<file path="config.mk">
export PLATFORM = sky130hd
export DESIGN_NAME = vid_in_monitor
export DESIGN_NICKNAME = d
export VERILOG_FILES = /design/src/rtl/vid_in_pkg.sv /design/src/rtl/vid_edge_sync.sv /design/src/rtl/vid_in_monitor.sv
export SDC_FILE = /design/constraint.sdc
export NUM_CORES = 1
export LEC_CHECK = 0
export ABC_CLOCK_PERIOD_IN_PS = 4600
export BUFFER_PORTS_ARGS = -buffer_cell sky130_fd_sc_hd__buf_2
export CORE_MARGIN = 2
export CORE_UTILIZATION = 25
export DETAILED_ROUTE_END_ITERATION = 6
export PLACE_DENSITY = 0.39
export SYNTH_ARGS = -nofsm -noshare
export SYNTH_HDL_FRONTEND = slang
export SYNTH_HIERARCHICAL = 1
export SYNTH_SLANG_ARGS = --single-unit
</file>
<file path="constraint.sdc">
create_clock -name clk_vid -period 4.6 [get_ports clk_vid]
set_input_delay 0.92 -clock clk_vid [delete_from_list [all_inputs] [get_ports clk_vid]]
set_output_delay 0.92 -clock clk_vid [all_outputs]
set_load 0.05 [all_outputs]
</file>
<file path="src/rtl/vid_in_pkg.sv">
// Shared types and constants for the video input monitor.
package vid_in_pkg;

    typedef logic [11:0] cnt12_t;

    typedef struct packed {
        cnt12_t h_total;
        cnt12_t h_active;
        cnt12_t v_total;
        cnt12_t v_active;
    } meas_t;

    typedef enum logic [1:0] {
        SEEK    = 2'd0,
        MEASURE = 2'd1,
        LOCKED  = 2'd2
    } mon_state_t;

    localparam cnt12_t CNT_MAX        = 12'hFFF;
    localparam cnt12_t REF_H_TOTAL    = 12'd800;
    localparam cnt12_t REF_H_ACTIVE   = 12'd640;
    localparam cnt12_t REF_V_TOTAL    = 12'd525;
    localparam cnt12_t REF_V_ACTIVE   = 12'd480;

    // Counters stick at full scale instead of wrapping.
    function automatic cnt12_t sat_inc(input cnt12_t v);
        return (v == CNT_MAX) ? v : v + 12'd1;
    endfunction

endpackage

</file>
<file path="src/rtl/vid_edge_sync.sv">
// Two-stage input register with sync polarity normalisation and edge pulses.
module vid_edge_sync #(
    parameter bit SYNC_ACTIVE_LOW = 1'b1
) (
    input  logic        clk_vid,
    input  logic        rst,
    input  logic        hs,
    input  logic        vs,
    input  logic        de,
    input  logic [23:0] rgb,
    output logic        de_s1_r,
    output logic [23:0] rgb_s1_r,
    output logic        hs_rise_s,
    output logic        vs_rise_s,
    output logic        de_rise_s,
    output logic        de_fall_s
);

    logic hs_s1_r, vs_s1_r;
    logic hs_s2_r, vs_s2_r, de_s2_r;

    // Stage registers hold syncs already converted to active-high.
    always_ff @(posedge clk_vid) begin
        if (rst) begin
            hs_s1_r  <= 1'b0;
            vs_s1_r  <= 1'b0;
            de_s1_r  <= 1'b0;
            rgb_s1_r <= 24'h000000;
            hs_s2_r  <= 1'b0;
            vs_s2_r  <= 1'b0;
            de_s2_r  <= 1'b0;
        end else begin
            hs_s1_r  <= hs ^ SYNC_ACTIVE_LOW;
            vs_s1_r  <= vs ^ SYNC_ACTIVE_LOW;
            de_s1_r  <= de;
            rgb_s1_r <= rgb;
            hs_s2_r  <= hs_s1_r;
            vs_s2_r  <= vs_s1_r;
            de_s2_r  <= de_s1_r;
        end
    end

    assign hs_rise_s = hs_s1_r & ~hs_s2_r;
    assign vs_rise_s = vs_s1_r & ~vs_s2_r;
    assign de_rise_s = de_s1_r & ~de_s2_r;
    assign de_fall_s = ~de_s1_r & de_s2_r;

endmodule

</file>
<file path="src/rtl/vid_in_monitor.sv">
// Receive-side video timing monitor: pixel coordinates, frame measurement,
// lock tracking and per-frame pixel checksum.
module vid_in_monitor
    import vid_in_pkg::*;
#(
    parameter bit          SYNC_ACTIVE_LOW = 1'b1,
    parameter int unsigned LOCK_FRAMES     = 2,
    parameter int unsigned TIMEOUT         = 2000000
) (
    input  logic        clk_vid,
    input  logic        rst,
    input  logic        hs,
    input  logic        vs,
    input  logic        de,
    input  logic [23:0] rgb,
    output logic        px_valid,
    output logic [23:0] px_rgb,
    output logic [11:0] px_x,
    output logic [11:0] px_y,
    output logic        sof,
    output logic        eol,
    output logic [11:0] h_total,
    output logic [11:0] h_active,
    output logic [11:0] v_total,
    output logic [11:0] v_active,
    output logic [31:0] frame_sum,
    output logic        locked,
    output logic        meas_stb
);

    localparam int            TW       = $clog2(TIMEOUT + 1);
    localparam logic [TW-1:0] TO_LIMIT = TW'(TIMEOUT);
    localparam logic [3:0]    LOCK_N   = 4'(LOCK_FRAMES);

    logic        de_s1_r, hs_rise_s, vs_rise_s, de_rise_s, de_fall_s;
    logic [23:0] rgb_s1_r;

    vid_edge_sync #(.SYNC_ACTIVE_LOW(SYNC_ACTIVE_LOW)) u_sync (
        .clk_vid   (clk_vid),
        .rst       (rst),
        .hs        (hs),
        .vs        (vs),
        .de        (de),
        .rgb       (rgb),
        .de_s1_r   (de_s1_r),
        .rgb_s1_r  (rgb_s1_r),
        .hs_rise_s (hs_rise_s),
        .vs_rise_s (vs_rise_s),
        .de_rise_s (de_rise_s),
        .de_fall_s (de_fall_s)
    );

    cnt12_t      next_x_s, next_y_s;
    logic        vs_seen_r, y_pending_r;

    // Coordinates of the pixel currently in stage 1.
    always_comb begin
        next_x_s = px_x;
        next_y_s = px_y;
        if (de_s1_r) begin
            next_x_s = de_rise_s ? 12'd0 : sat_inc(px_x);
        end else begin
            next_x_s = px_x;
        end
        if (de_rise_s) begin
            if (vs_rise_s || y_pending_r || !vs_seen_r) begin
                next_y_s = 12'd0;
            end else begin
                next_y_s = sat_inc(px_y);
            end
        end else begin
            next_y_s = px_y;
        end
    end

    // Pixel output stage; eol looks one sample ahead via the raw de input.
    always_ff @(posedge clk_vid) begin
        if (rst) begin
            px_valid    <= 1'b0;
            px_rgb      <= 24'h000000;
            px_x        <= 12'd0;
            px_y        <= 12'd0;
            sof         <= 1'b0;
            eol         <= 1'b0;
            vs_seen_r   <= 1'b0;
            y_pending_r <= 1'b0;
        end else begin
            px_valid    <= de_s1_r;
            px_rgb      <= rgb_s1_r;
            px_x        <= next_x_s;
            px_y        <= next_y_s;
            sof         <= de_s1_r && (next_x_s == 12'd0) && (next_y_s == 12'd0);
            eol         <= de_s1_r && !de;
            vs_seen_r   <= vs_seen_r | vs_rise_s;
            y_pending_r <= de_rise_s ? 1'b0 : (y_pending_r | vs_rise_s);
        end
    end

    cnt12_t        line_cnt_r, de_cnt_r, hs_cnt_r, act_cnt_r;
    cnt12_t        h_total_work_r, h_active_work_r;
    logic [31:0]   sum_acc_r;
    logic [TW-1:0] to_cnt_r;

    // Line, frame and checksum accumulation; an hs edge coincident with vs
    // belongs to the closing frame, a pixel coincident with vs to the new one.
    always_ff @(posedge clk_vid) begin
        if (rst) begin
            line_cnt_r      <= 12'd0;
            de_cnt_r        <= 12'd0;
            hs_cnt_r        <= 12'd0;
            act_cnt_r       <= 12'd0;
            h_total_work_r  <= 12'd0;
            h_active_work_r <= 12'd0;
            sum_acc_r       <= 32'd0;
            to_cnt_r        <= '0;
        end else begin
            line_cnt_r      <= hs_rise_s ? 12'd1 : sat_inc(line_cnt_r);
            h_total_work_r  <= hs_rise_s ? line_cnt_r : h_total_work_r;
            de_cnt_r        <= de_rise_s ? 12'd1 : (de_s1_r ? sat_inc(de_cnt_r) : de_cnt_r);
            h_active_work_r <= de_fall_s ? de_cnt_r : h_active_work_r;
            if (vs_rise_s) begin
                hs_cnt_r  <= 12'd0;
                act_cnt_r <= de_rise_s ? 12'd1 : 12'd0;
                sum_acc_r <= de_s1_r ? {8'h00, rgb_s1_r} : 32'd0;
                to_cnt_r  <= '0;
            end else begin
                hs_cnt_r  <= hs_rise_s ? sat_inc(hs_cnt_r) : hs_cnt_r;
                act_cnt_r <= de_rise_s ? sat_inc(act_cnt_r) : act_cnt_r;
                sum_acc_r <= de_s1_r ? sum_acc_r + {8'h00, rgb_s1_r} : sum_acc_r;
                to_cnt_r  <= (to_cnt_r == TO_LIMIT) ? to_cnt_r : to_cnt_r + TW'(1);
            end
        end
    end

    meas_t      meas_new_s, meas_r;
    mon_state_t state_r;
    logic [3:0] match_cnt_r, match_next_s;
    logic       prev_valid_r, same_s, timeout_s;

    // Values of the frame closing in this cycle, including same-cycle edges.
    always_comb begin
        meas_new_s.h_total  = hs_rise_s ? line_cnt_r : h_total_work_r;
        meas_new_s.h_active = de_fall_s ? de_cnt_r : h_active_work_r;
        meas_new_s.v_total  = hs_rise_s ? sat_inc(hs_cnt_r) : hs_cnt_r;
        meas_new_s.v_active = act_cnt_r;
        same_s              = prev_valid_r && (meas_new_s == meas_r);
        match_next_s        = match_cnt_r + 4'd1;
        timeout_s           = (to_cnt_r == TO_LIMIT);
    end

    // Lock FSM: publish at each frame boundary, count repeats, drop on timeout.
    always_ff @(posedge clk_vid) begin
        if (rst) begin
            state_r      <= SEEK;
            match_cnt_r  <= 4'd0;
            prev_valid_r <= 1'b0;
            meas_r       <= '0;
            frame_sum    <= 32'd0;
            locked       <= 1'b0;
            meas_stb     <= 1'b0;
        end else begin
            meas_stb <= 1'b0;
            if (vs_rise_s) begin
                case (state_r)
                    SEEK: begin
                        state_r      <= MEASURE;
                        match_cnt_r  <= 4'd0;
                        prev_valid_r <= 1'b0;
                    end
                    MEASURE, LOCKED: begin
                        meas_stb     <= 1'b1;
                        meas_r       <= meas_new_s;
                        frame_sum    <= sum_acc_r;
                        prev_valid_r <= 1'b1;
                        if (!same_s) begin
                            state_r     <= MEASURE;
                            locked      <= 1'b0;
                            match_cnt_r <= 4'd0;
                        end else if (state_r == MEASURE) begin
                            match_cnt_r <= match_next_s;
                            if (match_next_s == LOCK_N) begin
                                state_r <= LOCKED;
                                locked  <= 1'b1;
                            end else begin
                                state_r <= MEASURE;
                            end
                        end else begin
                            state_r <= LOCKED;
                        end
                    end
                    default: begin
                        state_r     <= SEEK;
                        locked      <= 1'b0;
                        match_cnt_r <= 4'd0;
                    end
                endcase
            end else if (timeout_s) begin
                state_r      <= SEEK;
                locked       <= 1'b0;
                match_cnt_r  <= 4'd0;
                prev_valid_r <= 1'b0;
                meas_r       <= '0;
                frame_sum    <= 32'd0;
            end else begin
                state_r <= state_r;
            end
        end
    end

    assign h_total  = meas_r.h_total;
    assign h_active = meas_r.h_active;
    assign v_total  = meas_r.v_total;
    assign v_active = meas_r.v_active;

endmodule

</file>
==> results of run 1 <==
==> routing by layer <==
metal	vias up	part of all wire, %
met5	-	0
met4	0	2.5
met3	57	4.5
met2	188	45
met1	5346	48
li1	5762	-
==> per-stage QoR <==
step,cell area [sq um],utilization [%]
global placement,15200,28.1
global route,16500,30.5
detailed placement,15200,28.1
floorplan,13700,-
finish,16500,30.5
CTS,16500,30.5
==> registers in the layout, indices dropped and copies added, names as in the netlist, 21 cells and up <==
signal,count
u_sync/rgb_s1_r,24
sum_acc_r,32
frame_sum,32
px_rgb,24
to_cnt_r,21
==> report_power, final <==
part / switching [mW] / leakage (nW) / internal, mW
Sequential: 0.0441 / 2.41 / 2.62
Combinational: 0.279 / 3.43 / 0.146
Clock: 1.23 / 0.640 / 1.83
==> critical path: stages (launching register included) <==
cell,delay [ns]
dfxtp_1,0.47
ha_1,0.39
and2_1,0.25
o311ai_0,0.15
nor4_1,0.45
nand4_1,0.24
a2111oi_0,0.54
nand4_1,0.22
a21oi_1,0.24
o32ai_1,0.11
==> final cells by class <==
class / instances / area (sq um) / share of cell area [%]
antenna: 1 / 2.50 / 0.0152
clock buffer: 57 / 1160 / 7.05
clock inverter: 14 / 148 / 0.895
inverter: 31 / 116 / 0.705
multi-input combinational: 1133 / 7330 / 44.4
sequential: 297 / 5950 / 36.0
tap: 696 / 871 / 5.28
timing repair buffer: 176 / 921 / 5.58
==> path summary, 6_finish.rpt <==
check	endpoint	slack, ns	depth (start not counted)
worst min-delay path	frame_sum[16]	0.47	1
worst max register to register	state_r[0]	1.41	9
worst min register to register	frame_sum[16]	0.47	1
worst max-delay path	state_r[0]	1.41	9
==> synth_stat cells, types with 7 or more instances <==
cell | n | area (sq um)
o21ai_0 | 72 | 360
ha_1 | 38 | 475
o21a_1 | 10 | 75.1
nand2b_1 | 8 | 50.1
nor3_1 | 39 | 195
buf_2 | 8 | 40.0
a21oi_1 | 65 | 325
a31oi_1 | 15 | 93.8
nor4_1 | 24 | 150
nor2b_2 | 23 | 201
and3_1 | 20 | 125
buf_6 | 7 | 78.8
nand3_1 | 42 | 210
a21o_1 | 14 | 105
xnor2_1 | 82 | 718
and2_1 | 10 | 62.6
mux2i_1 | 39 | 390
nand4_1 | 41 | 257
dfxtp_1 | 297 | 5950
a211oi_1 | 15 | 113
or3_1 | 15 | 93.8
nand2_1 | 129 | 484
o211ai_1 | 9 | 67.6
a22o_1 | 43 | 377
inv_1 | 28 | 105
nor2b_1 | 42 | 263
xor2_1 | 46 | 403
nor2_1 | 178 | 668
clkbuf_1 | 55 | 206
==> cell families (layout without fill, tap and decap cells) <==
| logic type | after synthesis | after routing | synth area share, % |
|---|---|---|---|
| compound gates | 310 | 310 | 15.3 |
| xor+xnor | 130 | 130 | 8.49 |
| fa+ha+maj | 39 | 39 | 3.61 |
| buf+inv | 109 | 278 | 3.49 |
| flops | 297 | 297 | 43.3 |
| mux | 44 | 44 | 3.25 |
| other cells | 0 | 1 | 0 |
| simple gates | 610 | 610 | 22.6 |
==> impl_metrics.csv, run 1 <==
group,metric,value,unit
floorplan,fp-row-count,85,
clocking,cts_sinks,297,
place,pre_cts_slack,1.47,ns
yosys,synth-seq-area-share,43.3,%
drt,drc,0,
timing,max_clock_freq,313,MHz
worst_setup_path,crit_path_start,"hs_cnt_r[0]",
power_and_ir_drop,ir_worst_vdd,258,uV
floorplan,die_w,238,um
worst_setup_path,crit_path_end_kind,"flip-flop",
place,hpwl,28700,um
clocking,cts_tree,"built",
power_and_ir_drop,total_leakage_power,6.48,nW
hold_path,min_from,"frame_sum[16]",
drt,drt-total-wl,40700,um
timing,rsz0062_at_grt,"false",
drt,wl_per_cell,16.9,um
clocking,holdBufCountCts,0,
worst_setup_path,required,5.04,ns
worst_setup_path,critPathKind,"reg -> reg",
grt,antenna_found_initial,1,
timing,hold_violations,0,
grt,grt_max_degree,61,
floorplan,die_h,238,um
drt,ant_nets,0,
yosys,ys.flop_type,"dfxtp_1",
grt,met2_usage,23.0,%
grt,gr-total-overflow,0,
yosys,async_flop_share,0,%
layout,final_common_cell,"dfxtp_1",
yosys,synth_nets,1607,
yosys,synth-edff-count,0,
floorplan,pin_count,162,
outcome,status,"complete, no violations",
clocking,htree_levels,2,
grt,grt.met1_usage,18.6,%
place,post-place-cells,2333,
timing,tightestPinTransition,0.945,ns
clocking,cts_buffers,39,
power_and_ir_drop,power_density,373,nW/um^2
clocking,clkTransAtPathRegs,0.06,ns
worst_setup_path,cp-start-kind,"flip-flop",
layout,instances_no_fill,2405,
grt,grt_pass1_vias,11200,
clocking,root_buffer,"clkbuf_16",
yosys,netlist_instances,1539,
timing,fin_crit_sh,69.4,%
layout,drive_above_1_share,17.4,%
timing,slew_headroom,36.9,%
worst_setup_path,arrival,3.63,ns
power_and_ir_drop,finalPower,6.15,mW
grt,grt_pass1_wl,63700,um
yosys,yosysWarningCount,6,
clocking,clock_path_buffers,3,
yosys,synth-seq-cells,297,
floorplan,core_area,54000,sq um
grt,grt_usage,14.1,%
grt,grtUsageMet3,2.98,%
timing,setup_slack,1.41,ns
clocking,clk_latency,0.57,ns
drt,first_iter_violations,584,
timing,setup_violations,0,
drt,post_drt_via_cell_ratio,4.72,
layout,syn_to_final_growth,20.2,%
timing,hold_slack,0.466,ns
worst_setup_path,rr_startpoint,"hs_cnt_r[0]",
hold_path,hold_class,"reg -> reg",
grt,grt_busiest_layer,"met2",
clocking,cts_setup_buffers,0,
yosys,netlist_area,13700,sq um
layout,mostFrequentLayoutCells,"dfxtp_1 (296), nor2_1 (178), buf_2 (160), nand2_1 (128), xnor2_1 (82)",
layout,fin_nets,1746,
timing,slew_violations,0,
yosys,yosysUniqueCellTypes,85,
run,max_cap_viol_count,0,
drt,dr.pass1.iters,5,
floorplan,die-area,56800,sq um
timing,tns,0,ns
floorplan,start_util,25.4,%
worst_setup_path,crit_fanout,10,
timing,post-route-min-period,3.19,ns
yosys,avgSynthCellArea,8.92,sq um
place,portBuffers,161,
timing,fin_skew,0.0267,ns
drt,vias,11400,
place,gp_congestion,0.800,
layout,fillers,5784,
clocking,cts_resized,0,
No activity file was read; power rests on OpenSTA's default activity.
==> run 2, diff against run 1 <==
--- a/config.mk
+++ b/config.mk
@@ -5,7 +5,7 @@
 export SDC_FILE = /design/constraint.sdc
 export NUM_CORES = 1
 export LEC_CHECK = 0
-export ABC_CLOCK_PERIOD_IN_PS = 4600
+export ABC_CLOCK_PERIOD_IN_PS = 3310
 export BUFFER_PORTS_ARGS = -buffer_cell sky130_fd_sc_hd__buf_2
 export CORE_MARGIN = 2
 export CORE_UTILIZATION = 25
==> constraint.sdc (replaced) <==
create_clock -name clk_vid -period 3.31 [get_ports clk_vid]
set_input_delay 0.662 -clock clk_vid [delete_from_list [all_inputs] [get_ports clk_vid]]
set_output_delay 0.662 -clock clk_vid [all_outputs]
set_load 0.05 [all_outputs]
==> impl_metrics.csv, run 2 (synthesis results as in run 1) <==
group,metric,value,unit
layout,n_antenna_cell,0,
worst_setup_path,crit_fanout,3,
layout,final_common_cell,"dfxtp_1",
clocking,holdBufCountCts,0,
floorplan,die-area,56800,sq um
worst_setup_path,path_buf_inv,1,
timing,tns,0,ns
clocking,root_buffer,"clkbuf_16",
layout,regArea,5950,sq um
timing,hold_violations,0,
power_and_ir_drop,power_density,504,nW/um^2
timing,tightestPinTransition,1.09,ns
clocking,cts_buffers,38,
worst_setup_path,r2r_cells,11,
hold_path,holdPathStages,2,
layout,drive_above_1_share,17.6,%
grt,grt_max_degree,118,
place,post-place-cells,2343,
layout,instances_no_fill,2407,
timing,slew_violations,0,
place,gp_congestion,0.817,
layout,mostFrequentLayoutCells,"dfxtp_1 (296), nor2_1 (178), buf_2 (160), nand2_1 (128), xnor2_1 (82)",
power_and_ir_drop,total_leakage_power,6.50,nW
drt,vias,11400,
clocking,cts_tree,"built",
outcome,status,"complete, no violations",
worst_setup_path,cp-start-kind,"flip-flop",
drt,drc,0,
clocking,clk_latency,0.56,ns
power_and_ir_drop,ir_worst_vdd,283,uV
worst_setup_path,r2r_slack,0.22,ns
timing,rsz0062_at_grt,"false",
timing,fin_crit_sh,93.5,%
worst_setup_path,critPathMaxStageDelay,0.48,ns
drt,dr.pass1.iters,5,
floorplan,die_w,238,um
floorplan,die_h,238,um
clocking,cts_setup_buffers,0,
grt,grt_pass1_wl,65000,um
drt,drt-total-wl,41700,um
layout,fillers,5711,
floorplan,core_area,54000,sq um
worst_setup_path,crit_path_end_kind,"flip-flop",
run,max_cap_viol_count,0,
worst_setup_path,crit_path_top_delay_cell,"a2111o_1",
timing,fin_skew,0.0185,ns
drt,ant_nets,0,
worst_setup_path,critPathKind,"reg -> reg",
clocking,cts_resized,0,
layout,reg.largest.list,"frame_sum x32, sum_acc_r x32",
timing,slew_headroom,27.2,%
grt,grt_usage,14.5,%
drt,first_iter_violations,609,
place,portBuffers,161,
worst_setup_path,crit_chain,"ha_1 > inv_1 > fa_1 > nor2b_2 > o211ai_1 > a2111o_1 > a21oi_1 > o21ai_0 > or3b_2 > a21o_1 > a311oi_1",
hold_path,holdPathEnd,"u_sync/vs_s1_r",
worst_setup_path,critPathTopFamily,"compound AO/OA/AOI/OAI gates",
timing,post-route-min-period,3.09,ns
drt,wl_per_cell,17.3,um
place,hpwl,29200,um
layout,syn_to_final_growth,20.3,%
worst_setup_path,timing.rr.end,"sum_acc_r[16]",
layout,multi_input_area,7340,sq um
worst_setup_path,rr_startpoint,"u_sync/rgb_s1_r[0]",
worst_setup_path,required,3.76,ns
timing,max_clock_freq,323,MHz
drt,post_drt_via_cell_ratio,4.73,
timing,setup_violations,0,
grt,gr-total-overflow,0,
worst_setup_path,arrival,3.54,ns
clocking,clock_path_buffers,3,
floorplan,pin_count,162,
hold_path,hold_class,"in -> reg",
grt,grt_pass1_vias,11200,
floorplan,start_util,25.4,%
clocking,cts_sinks,297,
clocking,htree_levels,2,
hold_path,min_from,"vs",
floorplan,fp-row-count,85,
grt,antenna_found_initial,0,
layout,fin_nets,1755,
clocking,clkTransAtPathRegs,0.06,ns
[run 2: report_power, final]
part           internal, mW  switching (mW)
clock network          2.39            1.63
registers              3.64          0.0596
logic                 0.214           0.394
[run 2: worst max-delay path by stage]
| stage | start | to | slack (ns) | depth (start not counted) |
|---|---|---|---|---|
| 2_1_floorplan | px_y[0] | sof | 0.54 | 9 |
| 3_3_place_gp | hs_cnt_r[0] | match_cnt_r[2] | 0.18 | 9 |
| 3_5_place_dp | hs_cnt_r[0] | match_cnt_r[2] | 0.13 | 9 |
| 4_1_cts | hs_cnt_r[0] | match_cnt_r[2] | 0.11 | 9 |
| 5_1_grt | sum_acc_r[0] | sum_acc_r[16] | 0.02 | 11 |
| 6_report | u_sync/rgb_s1_r[0] | sum_acc_r[16] | 0.22 | 11 |
[run 2: metrics by stage]
step / area [sq um] / setup slack [ns] / hold slack, ns / utilization (%) / power [mW]
detailed placement: 15300 / 0.127 / 0.454 / 28.3 / 4.40
floorplan: 13700 / 0.537 / 0.431 / - / 4.20
global placement: 15300 / 0.185 / 0.438 / 28.3 / 4.40
finish: 16500 / 0.217 / 0.296 / 30.6 / 8.33
CTS: 16500 / 0.113 / 0.254 / 30.6 / 8.51
global route: 16500 / 0.0154 / 0.261 / 30.6 / 8.70
[run 2: layout make-up]
cell class	instances	area share, %
multi-input combinational	1133	44.4
tap	696	5.27
timing repair buffer	186	6.33
clock buffer	54	6.67
clock inverter	10	0.583
inverter	31	0.704
sequential	297	36.0
[run 2: routing by layer]
layer | wire length [um] | part of all wire, % | up-vias | global-route usage [%]
met5 | 0 | 0 | - | 0
met4 | 1120 | 2.7 | 0 | 4.87
met3 | 2100 | 5.0 | 61 | 3.51
met2 | 18500 | 44 | 197 | 23.2
met1 | 19900 | 48 | 5359 | 19.0
li1 | - | - | 5770 | -
==> run 3, diff against run 2 <==
--- a/config.mk
+++ b/config.mk
@@ -7,10 +7,12 @@
 export LEC_CHECK = 0
 export ABC_CLOCK_PERIOD_IN_PS = 3310
 export BUFFER_PORTS_ARGS = -buffer_cell sky130_fd_sc_hd__buf_2
+export CELL_PAD_IN_SITES_DETAIL_PLACEMENT = 2
+export CELL_PAD_IN_SITES_GLOBAL_PLACEMENT = 2
 export CORE_MARGIN = 2
 export CORE_UTILIZATION = 25
 export DETAILED_ROUTE_END_ITERATION = 6
-export PLACE_DENSITY = 0.39
+export PLACE_DENSITY = 0.57
 export SYNTH_ARGS = -nofsm -noshare
 export SYNTH_HDL_FRONTEND = slang
 export SYNTH_HIERARCHICAL = 1
==> impl_metrics.csv, run 3 (synthesis results as in run 1) <==
group,metric,value,unit
layout,drive_above_1_share,18.2,%
timing,slew_violations,0,
hold_path,holdPathStages,2,
layout,n_antenna_cell,0,
timing,hold_violations,0,
worst_setup_path,cp-start-kind,"flip-flop",
run,max_cap_viol_count,0,
clocking,clkTransAtPathRegs,0.05,ns
layout,mostFrequentLayoutCells,"dfxtp_1 (296), nor2_1 (178), buf_2 (160), nand2_1 (128), xnor2_1 (82)",
outcome,status,"complete, no violations",
clocking,clock_path_buffers,3,
clocking,cts_tree,"built",
layout,syn_to_final_growth,21.8,%
worst_setup_path,crit_path_end_kind,"flip-flop",
drt,dr.pass1.iters,4,
grt,grt_usage,16.8,%
floorplan,core_area,54000,sq um
clocking,cts_sinks,297,
power_and_ir_drop,pwr-share-clk,50.2,%
floorplan,fp-row-count,85,
timing,max_clock_freq,327,MHz
grt,grt_pass1_vias,13000,
floorplan,pin_count,162,
place,post-place-cells,2356,
clocking,root_buffer,"clkbuf_16",
drt,drc,0,
layout,fin_util,30.9,%
floorplan,die_w,238,um
layout,fin_nets,1770,
layout,reg.largest.list,"frame_sum x32, sum_acc_r x32",
grt,antenna_found_initial,0,
timing,fin_crit_sh,92.4,%
timing,fin_skew,0.0226,ns
place,gp_congestion,0.778,
floorplan,die_h,238,um
grt,gr-total-overflow,0,
power_and_ir_drop,power.internal,6.56,mW
drt,ant_nets,0,
layout,stdcell_area,16700,sq um
worst_setup_path,crit_fanout,3,
power_and_ir_drop,ir_worst_vdd,339,uV
layout,final_common_cell,"dfxtp_1",
timing,tightestPinTransition,1.00,ns
timing,setup_violations,0,
timing,rsz0062_at_grt,"false",
place,hpwl,34400,um
floorplan,start_util,25.4,%
timing,hold_slack,0.274,ns
drt,wl_per_cell,19.5,um
grt,grt_pass1_wl,75500,um
power_and_ir_drop,finalPower,8.73,mW
floorplan,die-area,56800,sq um
grt,grt_max_degree,112,
place,pre_cts_slack,0.140,ns
power_and_ir_drop,power_frac_comb,7.4,%
power_and_ir_drop,p_switching,2.17,mW
clocking,clk_latency,0.56,ns
power_and_ir_drop,power_density,522,nW/um^2
worst_setup_path,arrival,3.53,ns
place,placed_area,15400,sq um
drt,vias,12000,
timing,post-route-min-period,3.06,ns
timing,tns,0,ns
clocking,htree_levels,2,
layout,instances_no_fill,2429,
clocking,holdBufCountCts,0,
drt,post_drt_via_cell_ratio,4.96,
power_and_ir_drop,total_leakage_power,6.61,nW
timing,slew_headroom,33.1,%
worst_setup_path,required,3.78,ns
place,portBuffers,161,
power_and_ir_drop,netSwitchingFraction,24.9,%
drt,first_iter_violations,389,
worst_setup_path,critPathKind,"reg -> reg",
power_and_ir_drop,seq_power_share,42.4,%
worst_setup_path,r2r_cells,11,
drt,drt-total-wl,47400,um
hold_path,hold_class,"in -> reg",
timing,setup_slack,0.250,ns
clocking,cts_buffers,40,
==> run 3: cell types whose count changed in the layout (fill, tap and decap cells not counted), moves of 3 or more <==
cell and change:
clkbuf_1 +8, buf_4 +14, clkbuf_8 -5, bufinv_16 +3, clkbuf_16 +3
==> run 3: metal layers <==
layer,share of wire (%),up-vias,GRT usage (%)
li1,-,5800,-
met1,46,6022,21.3
met2,48,169,28.7
met3,4.2,52,3.76
met4,1.8,0,4.09
met5,0,-,0
==> run 3: power by group through the flow <==
stage | sequential (mW) | combinational [mW] | clock, mW
after floorplan | 3.82 | 0.378 | 0
after global placement | 3.78 | 0.643 | 0
after detailed placement | 3.78 | 0.655 | 0
after CTS | 3.70 | 0.661 | 4.57
after global routing | 3.71 | 0.719 | 4.72
final | 3.70 | 0.645 | 4.38
==> run 3: layout make-up <==
type	count	area (sq um)
fillers	6112	37300
repair buffers	199	1130
inverters	31	116
clock buffers	60	1140
well taps	696	871
flip-flops and latches	297	5950
multi-input cells	1133	7340
clock inverters	13	175
==> run 3: worst paths after layout <==
check | from | end | slack [ns]
worst max-delay path | sum_acc_r[0] | sum_acc_r[16] | 0.25
worst max register to register | sum_acc_r[0] | sum_acc_r[16] | 0.25
worst min register to register | frame_sum[1] | frame_sum[1] | 0.45
worst min-delay path | vs | u_sync/vs_s1_r | 0.27
==> run 3: timing repair <==
| item | CTS | global route |
|---|---|---|
| endpoints found under the setup margin | 0 | 4 |
| resized for setup | 0 | 5 |
| setup buffers | 0 | 0 |
==> run 3: worst max-delay path: stages (launching register included) <==
cell	delay, ns
dfxtp_1	0.35
ha_1	0.18
inv_1	0.06
fa_1	0.40
nor2b_2	0.18
o211ai_1	0.15
a2111o_1	0.48
a21oi_1	0.17
o21ai_0	0.14
or3b_2	0.46
a21o_1	0.17
a311oi_1	0.21
